--- src/rtl/axi4_switch_pkg.sv ---
// Shared types for the 2:1 AXI4-Stream packet switch.
package axi4_switch_pkg;
  localparam int unsigned NUM_IN = 2;

  typedef enum logic [1:0] {IDLE, LOCK0, LOCK1} state_t;
endpackage

--- src/rtl/axi4_switch_rr_arbiter.sv ---
// Two-input round-robin arbiter: on contention the input not served last wins.
module axi4_switch_rr_arbiter
  import axi4_switch_pkg::*;
(
  input  logic [NUM_IN-1:0] req_i,
  input  logic              last_served_i,
  output logic [NUM_IN-1:0] grant_o
);

  always_comb begin
    grant_o = '0;
    unique case (req_i)
      2'b01:   grant_o = 2'b01;
      2'b10:   grant_o = 2'b10;
      2'b11:   grant_o = last_served_i ? 2'b01 : 2'b10;
      default: grant_o = '0;
    endcase
  end

endmodule

--- src/rtl/axi4_switch_custom.sv ---
// 2:1 AXI4-Stream packet switch, arbitrating only at packet boundaries.
// Define AXIS_SWITCH_OUT_REG_EN to register the output through a 2-entry skid buffer.
module axi4_switch_custom
  import axi4_switch_pkg::*;
#(
  parameter int unsigned TDATA_L = 512,
  parameter int unsigned TUSER_L = 81,
  parameter int unsigned TKEEP_L = 16
) (
  input  logic               clk,
  input  logic               rst_n,
  input  logic [1:0]         s_req_supress,
  input  logic [TDATA_L-1:0] axi_s0_tdata_i,
  input  logic [TUSER_L-1:0] axi_s0_tuser_i,
  input  logic               axi_s0_tlast_i,
  input  logic [TKEEP_L-1:0] axi_s0_tkeep_i,
  input  logic               axi_s0_tvalid_i,
  output logic               axi_s0_tready_o,
  input  logic [TDATA_L-1:0] axi_s1_tdata_i,
  input  logic [TUSER_L-1:0] axi_s1_tuser_i,
  input  logic               axi_s1_tlast_i,
  input  logic [TKEEP_L-1:0] axi_s1_tkeep_i,
  input  logic               axi_s1_tvalid_i,
  output logic               axi_s1_tready_o,
  output logic [TDATA_L-1:0] axi_m0_tdata_o,
  output logic [TUSER_L-1:0] axi_m0_tuser_o,
  output logic               axi_m0_tlast_o,
  output logic [TKEEP_L-1:0] axi_m0_tkeep_o,
  output logic               axi_m0_tvalid_o,
  input  logic               axi_m0_tready_i
);

  localparam int unsigned PayW = TDATA_L + TUSER_L + TKEEP_L + 1;

  state_t            state_q, state_d;
  logic              last_served_q, last_served_d;
  logic [NUM_IN-1:0] req, grant;
  logic              sel_vld, sel, vld_sel, up_ready, hs;
  logic [PayW-1:0]   pay_sel, pay_out;
  logic              m0_valid;

  assign req = {axi_s1_tvalid_i & ~s_req_supress[1], axi_s0_tvalid_i & ~s_req_supress[0]};

  axi4_switch_rr_arbiter u_arb (
    .req_i         (req),
    .last_served_i (last_served_q),
    .grant_o       (grant)
  );

  // A held lock ignores suppression so an in-flight packet always completes.
  always_comb begin
    sel_vld = 1'b0;
    sel     = 1'b0;
    unique case (state_q)
      IDLE: begin
        sel_vld = |grant;
        sel     = grant[1];
      end
      LOCK0: sel_vld = 1'b1;
      LOCK1: begin
        sel_vld = 1'b1;
        sel     = 1'b1;
      end
      default: ;
    endcase
    pay_sel = '0;
    if (sel_vld) begin
      pay_sel = sel ? {axi_s1_tdata_i, axi_s1_tuser_i, axi_s1_tkeep_i, axi_s1_tlast_i}
                    : {axi_s0_tdata_i, axi_s0_tuser_i, axi_s0_tkeep_i, axi_s0_tlast_i};
    end
    vld_sel = rst_n & sel_vld & (sel ? axi_s1_tvalid_i : axi_s0_tvalid_i);
  end

  assign hs              = vld_sel & up_ready;
  assign axi_s0_tready_o = rst_n & sel_vld & ~sel & up_ready;
  assign axi_s1_tready_o = rst_n & sel_vld & sel & up_ready;

  always_comb begin
    state_d       = state_q;
    last_served_d = last_served_q;
    if (hs) begin
      if (pay_sel[0]) begin
        state_d       = IDLE;
        last_served_d = sel;
      end else begin
        state_d = sel ? LOCK1 : LOCK0;
      end
    end
  end

  always_ff @(posedge clk or negedge rst_n) begin
    if (!rst_n) begin
      state_q       <= IDLE;
      last_served_q <= 1'b1;
    end else begin
      state_q       <= state_d;
      last_served_q <= last_served_d;
    end
  end

`ifdef AXIS_SWITCH_OUT_REG_EN
  logic [PayW-1:0] mem_q [2];
  logic [PayW-1:0] mem_d [2];
  logic            wr_q, wr_d, rd_q, rd_d;
  logic [1:0]      cnt_q, cnt_d;
  logic            pop;

  assign up_ready = rst_n & (cnt_q != 2'd2);
  assign m0_valid = (cnt_q != 2'd0);
  assign pay_out  = mem_q[rd_q];
  assign pop      = m0_valid & axi_m0_tready_i;

  always_comb begin
    mem_d = mem_q;
    wr_d  = wr_q;
    rd_d  = rd_q;
    if (hs) begin
      mem_d[wr_q] = pay_sel;
      wr_d        = ~wr_q;
    end
    if (pop) rd_d = ~rd_q;
    cnt_d = cnt_q + {1'b0, hs} - {1'b0, pop};
  end

  always_ff @(posedge clk or negedge rst_n) begin
    if (!rst_n) begin
      mem_q <= '{default: '0};
      wr_q  <= 1'b0;
      rd_q  <= 1'b0;
      cnt_q <= 2'd0;
    end else begin
      mem_q <= mem_d;
      wr_q  <= wr_d;
      rd_q  <= rd_d;
      cnt_q <= cnt_d;
    end
  end
`else
  assign up_ready = axi_m0_tready_i;
  assign m0_valid = vld_sel;
  assign pay_out  = pay_sel;
`endif

  assign axi_m0_tvalid_o = m0_valid;
  assign {axi_m0_tdata_o, axi_m0_tuser_o, axi_m0_tkeep_o, axi_m0_tlast_o} = pay_out;

endmodule

--- config.mk ---
export PLATFORM = sky130hd
export DESIGN_NAME = axi4_switch_custom
export DESIGN_NICKNAME = d
export VERILOG_FILES = /design/src/rtl/axi4_switch_pkg.sv /design/src/rtl/axi4_switch_rr_arbiter.sv /design/src/rtl/axi4_switch_custom.sv
export SDC_FILE = /design/constraint.sdc
export NUM_CORES = 1
export LEC_CHECK = 0
export CORE_AREA = 4 4 711 713
export CTS_CLUSTER_DIAMETER = 30
export DETAILED_ROUTE_END_ITERATION = 8
export DIE_AREA = 0 0 715 717
export MAX_ROUTING_LAYER = met4
export SLEW_MARGIN = 10
export SYNTH_ARGS = -nofsm -noshare
export SYNTH_HDL_FRONTEND = slang
export SYNTH_SLANG_ARGS = --single-unit
--- constraint.sdc ---
create_clock -name clk -period 2.4 [get_ports clk]
set_input_delay 0.24 -clock clk [delete_from_list [all_inputs] [get_ports clk]]
set_output_delay 0.24 -clock clk [all_outputs]
set_load 0.05 [all_outputs]
==> results.sh, run 1 <==
export IMPL_synthCells=2067
export IMPL_die_area_um2=513000
export IMPL_cts_buffer_depth=2
export IMPL_root_buffer="clkbuf_16"
export IMPL_finalSetupViolCount=610
export IMPL_grt_max_degree=54
export IMPL_drt_total_wl_mm=493
export IMPL_synth_warnings=0
export IMPL_r2r_cells=11
export IMPL_required_ns=2.16
export IMPL_layout_setup_ws_ns=-0.460
export IMPL_ant_nets=0
export IMPL_ios=1840
export IMPL_internal_power_mw=36.1
export IMPL_slowest_stage="dfrtp_1"
export IMPL_num_rows=260
export IMPL_drv_cap=0
export IMPL_grt_ovfl_total=0
export IMPL_fin_setup_tns_ns=-176.57
export IMPL_drv_slew=0
export IMPL_critPathKind="flip-flop to output port"
export IMPL_wl_met2_mm=224
export IMPL_cts_tree="done"
export IMPL_nFillCells=57400
export IMPL_highest_layer="met4"
export IMPL_hp_class="primary input to asynchronous set/reset pin"
export IMPL_die_height_um=717
export IMPL_peakVddDrop_v=0.000951
export IMPL_grt_usage_pct=18.6
export IMPL_synth_edff_count=0
export IMPL_vias_per_cell=2.48
export IMPL_cts_hold_buf=0
export IMPL_path_max_fanout=8
export IMPL_max_stage_delay_ns=0.41
export IMPL_p_sw_share_pct=59.8
export IMPL_syn_nets=3297
export IMPL_synth_cell_types=33
export IMPL_met1Wirelength_mm=183
export IMPL_r2r_start="state_q[1]"
export IMPL_synth_simple_area_share_pct=45.0
export IMPL_startpoint_type="flip-flop"
export IMPL_coreArea_um2=500000
export IMPL_crit_chain="buf_6 > ha_4 > a31oi_4 > buf_12 > buf_16 > buf_16 > buf_16 > buf_12 > nand2_8 > a21oi_4 > buf_12"
export IMPL_synth_area_mux_share_pct=0.257
export IMPL_synth_top_family_by_area="simple AND/OR/NAND/NOR gates"
export IMPL_p_clk_share_pct=0.3
export IMPL_final_nets=5519
export IMPL_fin_skew_ns=0.00178
export IMPL_final_hold_viol_count=0
export IMPL_post_route_drc_count=0
export IMPL_holdWs_ns=0.317
export IMPL_yosysSeqAreaShare_pct=0.580
export IMPL_seq_power_share_pct=0.1
export IMPL_multi_input_area_um2=15300
export IMPL_die_x_um=715
export IMPL_leakage_nw=19.2
export IMPL_netlist_area_um2=13200
export IMPL_synthXorXnorAreaFrac_pct=0
export IMPL_tightest_slew_ns=1.03
export IMPL_synth_area_leaders="a21oi_2 33%, nand2_2 24%, nand2_1 21%, buf_12 8.4%, a21oi_1 4.2%"
export IMPL_timing_fmax_mhz=350
export IMPL_synth_top_area_cell="a21oi_2"
export IMPL_async_flop_share_pct=100
export IMPL_dr_pass1_iters=5
export IMPL_grt_pass1_wl_mm=545
export IMPL_place_hpwl_mm=443
export IMPL_cts_buffers_inserted=3
export IMPL_portBuffers=1839
export IMPL_htree_levels=1
export IMPL_wl_per_cell_um=43.8
export IMPL_rr_endpoint="last_served_q"
export IMPL_antenna_found_initial=562
export IMPL_wl_met3_mm=71.7
export IMPL_synth_top_flop_cell="dfrtp_1"
export IMPL_clk_latency_ns=0.22
export IMPL_grt_setup_unrepaired="true"
export IMPL_r2r_slack_ns=-0.18
export IMPL_avgSynthCellArea_um2=6.37
export IMPL_failed_checks="negative setup slack"
export IMPL_grt_pass1_vias=26300
export IMPL_p_per_area_nw_per_um2=1580
export IMPL_gp_congestion=1.08
export IMPL_pwr_share_comb_pct=99.6
export IMPL_cts_sinks=3
export IMPL_slew_limit_headroom_pct=31.2
export IMPL_areaGrowthSynthToFinish_pct=334
export IMPL_layout_drive_gt1_share_pct=56.7
export IMPL_arrival_ns=2.62
export IMPL_synth_top_area_share_pct=33.3
export IMPL_status="complete, but fails checks"
export IMPL_p_switching_mw=53.9
export IMPL_vias=27900
export IMPL_synth_compound_area_share_pct=38.0
export IMPL_period_share_pct=119
export IMPL_drt_iter0_markers=1909
export IMPL_cp_endpoint="axi_m0_tdata_o[81]"
export IMPL_path_clk_slew_ns=0.03
export IMPL_finalCriticalPeriod_ns=2.86
export IMPL_startpoint="state_q[1]"
export IMPL_endpoint_kind="output port"
export IMPL_start_util_pct=2.63
export IMPL_ys_ff_latch=3
export IMPL_synth_fa_ha_area_share_pct=0.285
export IMPL_seq_area_um2=76.3
critical path: cells and delay by family (launching register included):
family / cells / cell delay, ns
AOI/OAI and AO/OA: 2 / 0.54
and+or+nand+nor: 1 / 0.08
DFF: 1 / 0.41
buffers and inverters: 7 / 1.15
adders and majority gates: 1 / 0.17
logic make-up after synthesis:
kind of cell	Yosys count
and+or+nand+nor	1234
AOI/OAI and AO/OA	618
buffers and inverters	206
muxes	3
adders and majority gates	3
DFF	3
per-layer routing:
layer | vias up | track usage [%]
li1 | 11600 | -
met4 | 0 | 3.88
met2 | 2270 | 29.3
met3 | 649 | 11.5
met1 | 13400 | 19.9
met5 | - | -
cell usage after synthesis, types with 2 or more instances:
library cell  instances
nand2_1             722
buf_12               55
a31o_2                2
buf_4                56
a21oi_2             500
buf_6                11
nor2_1                2
ha_1                  3
nor3_1                2
dfrtp_1               2
clkbuf_4              6
buf_2                71
inv_1                 2
nand2_2             500
a21oi_1             110
mux2_2                3
clkbuf_1              4
what timing repair did:
item                                   in CTS  in global routing
setup buffers                             164                 99
setup endpoints to repair                 612                614
gates cloned                               59                 34
endpoints found under the hold margin       0                  0
pin swaps                                 127                163
resized for setup                         783                544
through the flow:
stage / std cells / cell area, um2 / utilization (%) / power, mW / worst slack, ns
4_1_cts: 10900 / 52800 / 10.6 / 86.8 / -0.502
5_1_grt: 11200 / 57000 / 11.4 / 92.9 / -0.498
6_report: 11300 / 57100 / 11.4 / 90.0 / -0.460
2_1_floorplan: 2067 / 13200 / - / 31.4 / -0.165
3_5_place_dp: 10700 / 45600 / 9.12 / 72.6 / -1.17
3_3_place_gp: 10700 / 45600 / 9.12 / 72.9 / -1.26
cell type report:
type,count,area share (%)
Tap cell,6681,14.6
Antenna cell,290,1.27
Timing Repair Buffer,2421,57.0
Clock buffer,4,0.138
Inverter,2,0.0132
Multi-Input combinational cell,1858,26.8
Sequential cell,3,0.134
layout by cell type (no fill, tap or decap), types with 3 or more instances in the layout:
cell type	netlist	layout
clkdlybuf4s50_1	0	1223
nand2_1	722	592
a21oi_4	0	335
ha_4	0	3
a21oi_1	110	23
buf_8	1	66
bufbuf_16	0	8
a21oi_2	500	252
buf_4	56	216
mux2_2	3	3
buf_12	55	614
dlygate4sd2_1	0	3
nand2_4	0	132
buf_6	11	176
nand2_2	500	468
clkbuf_16	0	30
buf_16	0	88
nand2_8	0	30
diode_2	0	290
registers in the layout, summed over array words and instances (netlist names):
register / count
last_served_q: 1
state_q: 2
power groups by stage:
stage / Combinational (mW) / Sequential, mW / Clock (mW)
2_1_floorplan: 31.3 / 0.0919 / 0
3_3_place_gp: 72.8 / 0.0974 / 0
3_5_place_dp: 72.5 / 0.0955 / 0
4_1_cts: 86.4 / 0.0984 / 0.265
5_1_grt: 92.5 / 0.101 / 0.274
6_report: 89.6 / 0.0984 / 0.263
how the worst min path moves through the flow:
stage / start / endpoint / cells past startpoint
floorplan: rst_n / state_q[0] / 0
global placement: rst_n / state_q[1] / 2
detailed placement: rst_n / state_q[1] / 2
CTS: rst_n / state_q[1] / 2
global route: rst_n / state_q[0] / 2
finish: rst_n / state_q[1] / 2
No activity file was read; power rests on OpenSTA's default activity.
==> inputs of run 2 (changes only) <==
--- a/config.mk
+++ b/config.mk
@@ -5,11 +5,13 @@
 export SDC_FILE = /design/constraint.sdc
 export NUM_CORES = 1
 export LEC_CHECK = 0
+export CAP_MARGIN = 20
 export CORE_AREA = 4 4 711 713
 export CTS_CLUSTER_DIAMETER = 30
 export DETAILED_ROUTE_END_ITERATION = 8
 export DIE_AREA = 0 0 715 717
 export MAX_ROUTING_LAYER = met4
+export REMOVE_ABC_BUFFERS = 1
 export SLEW_MARGIN = 10
 export SYNTH_ARGS = -nofsm -noshare
 export SYNTH_HDL_FRONTEND = slang
==> run 2 against run 1 <==
  * The run still ends with negative setup slack left
  * First-iteration DRC count increased by 28%
  * Sequential cell count unchanged
  * Cell count decreased by 0.44%
  * Largest power group unchanged
==> results.sh, run 2 (synthesized netlist as in run 1, its figures left out) <==
export IMPL_fin_skew_ns=0.00153
export IMPL_hp_class="primary input to asynchronous set/reset pin"
export IMPL_post_place_ws_ns=-1.22
export IMPL_layout_setup_ws_ns=-0.594
export IMPL_areaGrowthSynthToFinish_pct=299
export IMPL_path_max_fanout=7
export IMPL_peakVddDrop_v=0.000925
export IMPL_die_x_um=715
export IMPL_drt_iter0_markers=2439
export IMPL_tightest_slew_ns=0.739
export IMPL_ios=1840
export IMPL_fin_cells=11200
export IMPL_period_share_pct=125
export IMPL_vias=28000
export IMPL_path_buf_inv=8
export IMPL_utilization_pct=10.5
export IMPL_holdWs_ns=0.245
export IMPL_gp_congestion=1.23
export IMPL_place_hpwl_mm=438
export IMPL_htree_levels=1
export IMPL_drv_slew=0
export IMPL_largest_register_ff_count=2
export IMPL_slew_limit_headroom_pct=50.5
export IMPL_slowest_stage="a21oi_4"
export IMPL_finalSetupViolCount=613
export IMPL_r2r_cells=9
export IMPL_root_buffer="clkbuf_16"
export IMPL_p_per_area_nw_per_um2=1530
export IMPL_startpoint_type="flip-flop"
export IMPL_r2r_start="state_q[1]"
export IMPL_endpoint_kind="output port"
export IMPL_path_clk_slew_ns=0.03
export IMPL_layout_drive_gt1_share_pct=55.4
export IMPL_grt_pass1_vias=24900
export IMPL_dpl_cell_count=10600
export IMPL_grt_usage_pct=17.9
export IMPL_die_area_um2=513000
export IMPL_final_hold_viol_count=0
export IMPL_grt_ovfl_total=0
export IMPL_required_ns=2.16
export IMPL_cp_depth=12
export IMPL_grt_setup_unrepaired="true"
export IMPL_status="complete, but fails checks"
export IMPL_post_route_drc_count=0
export IMPL_cts_hold_buf=0
export IMPL_clk_latency_ns=0.22
export IMPL_portBuffers=1839
export IMPL_cp_top_family="buffers and inverters"
export IMPL_wl_per_cell_um=42.6
export IMPL_finalCriticalPeriod_ns=2.99
export IMPL_layout_commonest_cell="clkdlybuf4s50_1"
export IMPL_antenna_found_initial=605
export IMPL_cpMostUsedCell="buf_12"
export IMPL_rr_endpoint="last_served_q"
export IMPL_timing_fmax_mhz=334
export IMPL_critPathKind="flip-flop to output port"
export IMPL_ant_nets=0
export IMPL_fin_setup_tns_ns=-223.43
export IMPL_crit_chain="inv_2 > ha_4 > buf_6 > a31oi_4 > buf_12 > buf_16 > buf_12 > buf_12 > nand2_2 > buf_12 > a21oi_4 > buf_12"
export IMPL_num_rows=260
export IMPL_start_util_pct=2.63
export IMPL_reg_top3="state_q (2), last_served_q (1)"
export IMPL_die_height_um=717
export IMPL_grt_pass1_wl_mm=519
export IMPL_cts_buffer_depth=2
export IMPL_regMostFlops="state_q"
export IMPL_grt_max_degree=50
export IMPL_cts_sinks=3
export IMPL_failed_checks="negative setup slack"
export IMPL_arrival_ns=2.75
export IMPL_dr_pass1_iters=6
export IMPL_max_stage_delay_ns=0.41
export IMPL_drt_total_wl_mm=478
export IMPL_final_nets=5420
export IMPL_layout_common_cells="1222 x clkdlybuf4s50_1, 614 x nand2_1, 476 x buf_12, 471 x nand2_2, 373 x a21oi_2"
export IMPL_nFillCells=57400
export IMPL_r2r_slack_ns=-0.12
export IMPL_drv_cap=0
export IMPL_leakage_nw=17.6
export IMPL_vias_per_cell=2.50
export IMPL_coreArea_um2=500000
export IMPL_cts_tree="done"
export IMPL_cts_buffers_inserted=3
==> run 2: cell count changes in the layout (fill, tap and decap cells not counted), moves of 12 or more <==
cell,previous run,this run
buf_4,216,343
a21oi_2,252,373
a21oi_1,23,11
a21oi_4,335,226
buf_12,614,476
buf_16,88,37
nand2_4,132,108
buf_8,66,48
buf_6,176,155
nand2_1,592,614
diode_2,290,340
==> run 2: how the worst max path moves through the flow <==
| stage | start | endpoint | slack [ns] |
|---|---|---|---|
| floorplan | state_q[0] | axi_s0_tready_o | -40.99 |
| global placement | axi_s1_tvalid_i | axi_m0_tdata_o[445] | -1.55 |
| detailed placement | s_req_supress[1] | axi_m0_tdata_o[28] | -1.22 |
| CTS | state_q[1] | axi_m0_tdata_o[28] | -0.69 |
| global route | state_q[1] | axi_m0_tdata_o[80] | -0.62 |
| finish | state_q[1] | axi_m0_tdata_o[468] | -0.59 |
==> run 2: final cells by class <==
class	instances	area, um2	area share (%)
timing repair buffer	2322	28800	54.9
multi-input combinational	1858	14400	27.3
tap	6681	8360	15.9
antenna	340	851	1.62
clock buffer	4	78.8	0.150
sequential	3	76.3	0.145
inverter	2	7.51	0.0143
==> run 2: metrics by stage <==
stage,instance area [um2],power (mW)
after CTS,46800,74.2
after floorplan,11100,10.6
after global placement,43800,68.6
final,52600,80.3
after global routing,52500,83.0
after detailed placement,43900,68.6
==> run 2: repair_timing <==
action | 4_1_cts | 5_1_grt
pin swaps | 30 | 199
buffers inserted | 78 | 116
endpoints found under the setup margin | 613 | 613
gates cloned | 20 | 33
gates resized for setup | 301 | 698
==> run 2: routing by layer <==
layer	global-route usage, %	part of all wire, %
met1	18.0	35
met2	26.9	43
met3	13.4	17
met4	5.68	4.0
met5	-	0
==> run 2: where the power goes <==
| part | leakage [nW] | switching, mW | internal [mW] |
|---|---|---|---|
| sequential | 0.0364 | 0.0207 | 0.0769 |
| clock | 0.0403 | 0.0436 | 0.219 |
| combinational | 17.5 | 50.7 | 29.2 |
==> inputs of run 3 (changes only) <==
--- a/config.mk
+++ b/config.mk
@@ -6,13 +6,14 @@
 export NUM_CORES = 1
 export LEC_CHECK = 0
 export CAP_MARGIN = 20
-export CORE_AREA = 4 4 711 713
-export CTS_CLUSTER_DIAMETER = 30
+export CORE_AREA = 4 4 725 727
+export CTS_CLUSTER_DIAMETER = 150
 export DETAILED_ROUTE_END_ITERATION = 8
-export DIE_AREA = 0 0 715 717
+export DIE_AREA = 0 0 729 731
 export MAX_ROUTING_LAYER = met4
 export REMOVE_ABC_BUFFERS = 1
 export SLEW_MARGIN = 10
 export SYNTH_ARGS = -nofsm -noshare
 export SYNTH_HDL_FRONTEND = slang
+export SYNTH_HIERARCHICAL = 1
 export SYNTH_SLANG_ARGS = --single-unit
==> run 3 against run 2 <==
  * The run still ends with negative setup slack left
  * Worst setup slack gained 0.073 ns
  * Clock skew is essentially flat
  * Combinational power grew 19%
  * Synthesized cell count grew 0.29%
  * Wire length grew 4.9%
  * First-iteration DRC count shrank 31%
  * Via count shrank 4.3%
  * Count of clock-buffer cells in the layout is the same
  * Register-to-register slack gained 0.02 ns
  * Highest routed layer unchanged
  * Core utilization shrank 0.95 points
  * Maximum frequency grew 2.5%
==> results.sh, run 3 <==
export IMPL_status="complete, but fails checks"
export IMPL_failed_checks="negative setup slack"
export IMPL_synth_top_flop_cell="dfrtp_1"
export IMPL_netlist_area_um2=8700
export IMPL_drt_total_wl_mm=501
export IMPL_synth_area_leaders="nand2_1 53%, a21oi_1 35%, clkbuf_1 8.0%, buf_1 0.60%, dfrtp_1 0.58%"
export IMPL_ios=1840
export IMPL_regMostFlops="state_q"
export IMPL_required_ns=2.16
export IMPL_avgSynthCellArea_um2=4.20
export IMPL_num_rows=265
export IMPL_coreArea_um2=520000
export IMPL_fin_cells=11300
export IMPL_async_flop_share_pct=100
export IMPL_p_switching_mw=59.1
export IMPL_finalCriticalPeriod_ns=2.92
export IMPL_post_route_drc_count=0
export IMPL_die_x_um=729
export IMPL_endpoint_kind="output port"
export IMPL_clk_latency_ns=0.23
export IMPL_synth_top_area_cell="nand2_1"
export IMPL_fin_setup_tns_ns=-239.45
export IMPL_tightest_slew_ns=0.610
export IMPL_final_nets=5184
export IMPL_path_clk_slew_ns=0.03
export IMPL_reg_top3="state_q (2), last_served_q (1)"
export IMPL_p_per_area_nw_per_um2=1920
export IMPL_final_hold_viol_count=0
export IMPL_cts_buffers_inserted=3
export IMPL_finalSetupViolCount=615
export IMPL_areaGrowthSynthToFinish_pct=471
export IMPL_cts_buffer_depth=2
export IMPL_pwr_share_comb_pct=99.6
export IMPL_drt_iter0_markers=1692
export IMPL_ys_ff_latch=3
export IMPL_layout_commonest_cell="clkdlybuf4s50_1"
export IMPL_p_clk_share_pct=0.3
export IMPL_synthCells=2073
export IMPL_timing_fmax_mhz=342
export IMPL_gp_congestion=1.16
export IMPL_peakVddDrop_v=0.00127
export IMPL_seq_power_share_pct=0.1
export IMPL_leakage_nw=16.6
export IMPL_cts_tree="done"
export IMPL_ant_nets=0
export IMPL_antenna_found_initial=714
export IMPL_grt_pass1_wl_mm=544
export IMPL_drv_cap=0
export IMPL_period_share_pct=122
export IMPL_synth_most_common_cell="nand2_1"
export IMPL_utilization_pct=9.57
export IMPL_layout_common_cells="1222 x clkdlybuf4s50_1, 1105 x nand2_1, 656 x buf_12, 247 x a21oi_2, 194 x a21oi_4"
export IMPL_hp_class="primary input to asynchronous set/reset pin"
export IMPL_nFillCells=60100
export IMPL_yosysSeqAreaShare_pct=0.877
export IMPL_dpl_cell_count=10800
export IMPL_grt_usage_pct=18.2
export IMPL_post_place_ws_ns=-1.40
export IMPL_fin_skew_ns=0.00107
export IMPL_finalPower_mw=95.5
export IMPL_grt_pass1_vias=24000
export IMPL_holdWs_ns=0.248
export IMPL_largest_register_ff_count=2
export IMPL_synth_warnings=6
export IMPL_vias=26800
export IMPL_fin_area_um2=49700
export IMPL_die_height_um=731
export IMPL_placed_area_um2=43000
export IMPL_synth_cell_types=26
export IMPL_portBuffers=1839
export IMPL_grt_setup_unrepaired="true"
export IMPL_die_area_um2=533000
export IMPL_internal_power_mw=36.4
export IMPL_path_max_fanout=24
export IMPL_cts_hold_buf=0
export IMPL_layout_drive_gt1_share_pct=36.2
export IMPL_grt_max_degree=74
export IMPL_synth_edff_count=0
export IMPL_startpoint_type="flip-flop"
export IMPL_drv_slew=0
export IMPL_vias_per_cell=2.37
export IMPL_slew_limit_headroom_pct=59.4
export IMPL_synth_top_cells_by_count="1223 x nand2_1, 611 x a21oi_1, 186 x clkbuf_1"
export IMPL_dr_pass1_iters=5
export IMPL_cts_sinks=3
export IMPL_arrival_ns=2.68
export IMPL_p_sw_share_pct=61.9
export IMPL_wl_per_cell_um=44.3
export IMPL_place_hpwl_mm=465
export IMPL_critPathKind="flip-flop to output port"
export IMPL_start_util_pct=1.68
export IMPL_layout_setup_ws_ns=-0.521
export IMPL_root_buffer="clkbuf_16"
export IMPL_htree_levels=1
export IMPL_grt_ovfl_total=0
export IMPL_synth_top_area_share_pct=52.7
## run 3: layout make-up
type                       instances  area (um2)  share of cell area, %
inverter                           4        15.0                 0.0302
timing repair buffer            2081       28200                   56.7
clock buffer                       4        78.8                  0.159
tap                             6942        8690                   17.5
multi-input combinational       1861       11600                   23.4
antenna                          414        1040                   2.08
sequential                         3        76.3                  0.154
## run 3: path summary, 6_finish.rpt
check | from | slack, ns | cells past startpoint | end
max | last_served_q | -0.52 | 9 | axi_m0_tdata_o[24]
min | rst_n | 0.25 | 1 | state_q[0]
max reg2reg | last_served_q | -0.10 | 6 | state_q[1]
min reg2reg | last_served_q | 0.56 | 2 | last_served_q
max in group asynchronous | rst_n | 1.89 | 1 | last_served_q
min in group clk | last_served_q | 0.56 | 2 | last_served_q
## run 3: per-layer routing
| layer | vias to the layer above | share of wire [%] | wire, um | global-route usage, % |
|---|---|---|---|---|
| li1 | 11000 | - | - | - |
| met1 | 12200 | 38 | 190000 | 19.4 |
| met2 | 2643 | 40 | 203000 | 25.9 |
| met3 | 973 | 17 | 87400 | 14.0 |
| met4 | 0 | 4.1 | 20700 | 5.62 |
| met5 | - | 0 | 0 | - |
## run 3: power by group through the flow
stage	combinational [mW]	clock, mW	sequential (mW)
global route	98.3	0.277	0.104
floorplan	9.16	0	0.0854
detailed placement	84.0	0	0.0951
finish	95.2	0.269	0.103
CTS	91.5	0.271	0.102
global placement	83.7	0	0.0907
## run 3: kinds of logic (layout without fill, tap and decap cells)
group           count (synthesis)  count (layout)  synth area share (%)
buf+inv                       209            2089                  9.09
flops                           3               3                 0.877
mux                             1               1                 0.115
compound gates                620             620                  35.9
fa+ha+maj                       3               3                 0.431
other cells                     0             414                     0
simple gates                 1237            1237                  53.6
## run 3: timing repair
action | 4_1_cts | 5_1_grt
setup buffers | 28 | 13
cloned | 23 | 19
endpoints found under the hold margin | 0 | 0
gates resized for setup | 495 | 430
endpoints found under the setup margin | 616 | 615
pin swaps | 10 | 13
## run 3: worst max-delay path, cell delays in order (launching register included)
cell and delay, ns:
dfstp_2 0.57, inv_2 0.05, a21boi_2 0.16, nor3_2 0.07, or3_4 0.38, buf_12 0.17, buf_16 0.20, buf_16 0.22
a21oi_1 0.29, buf_12 0.18
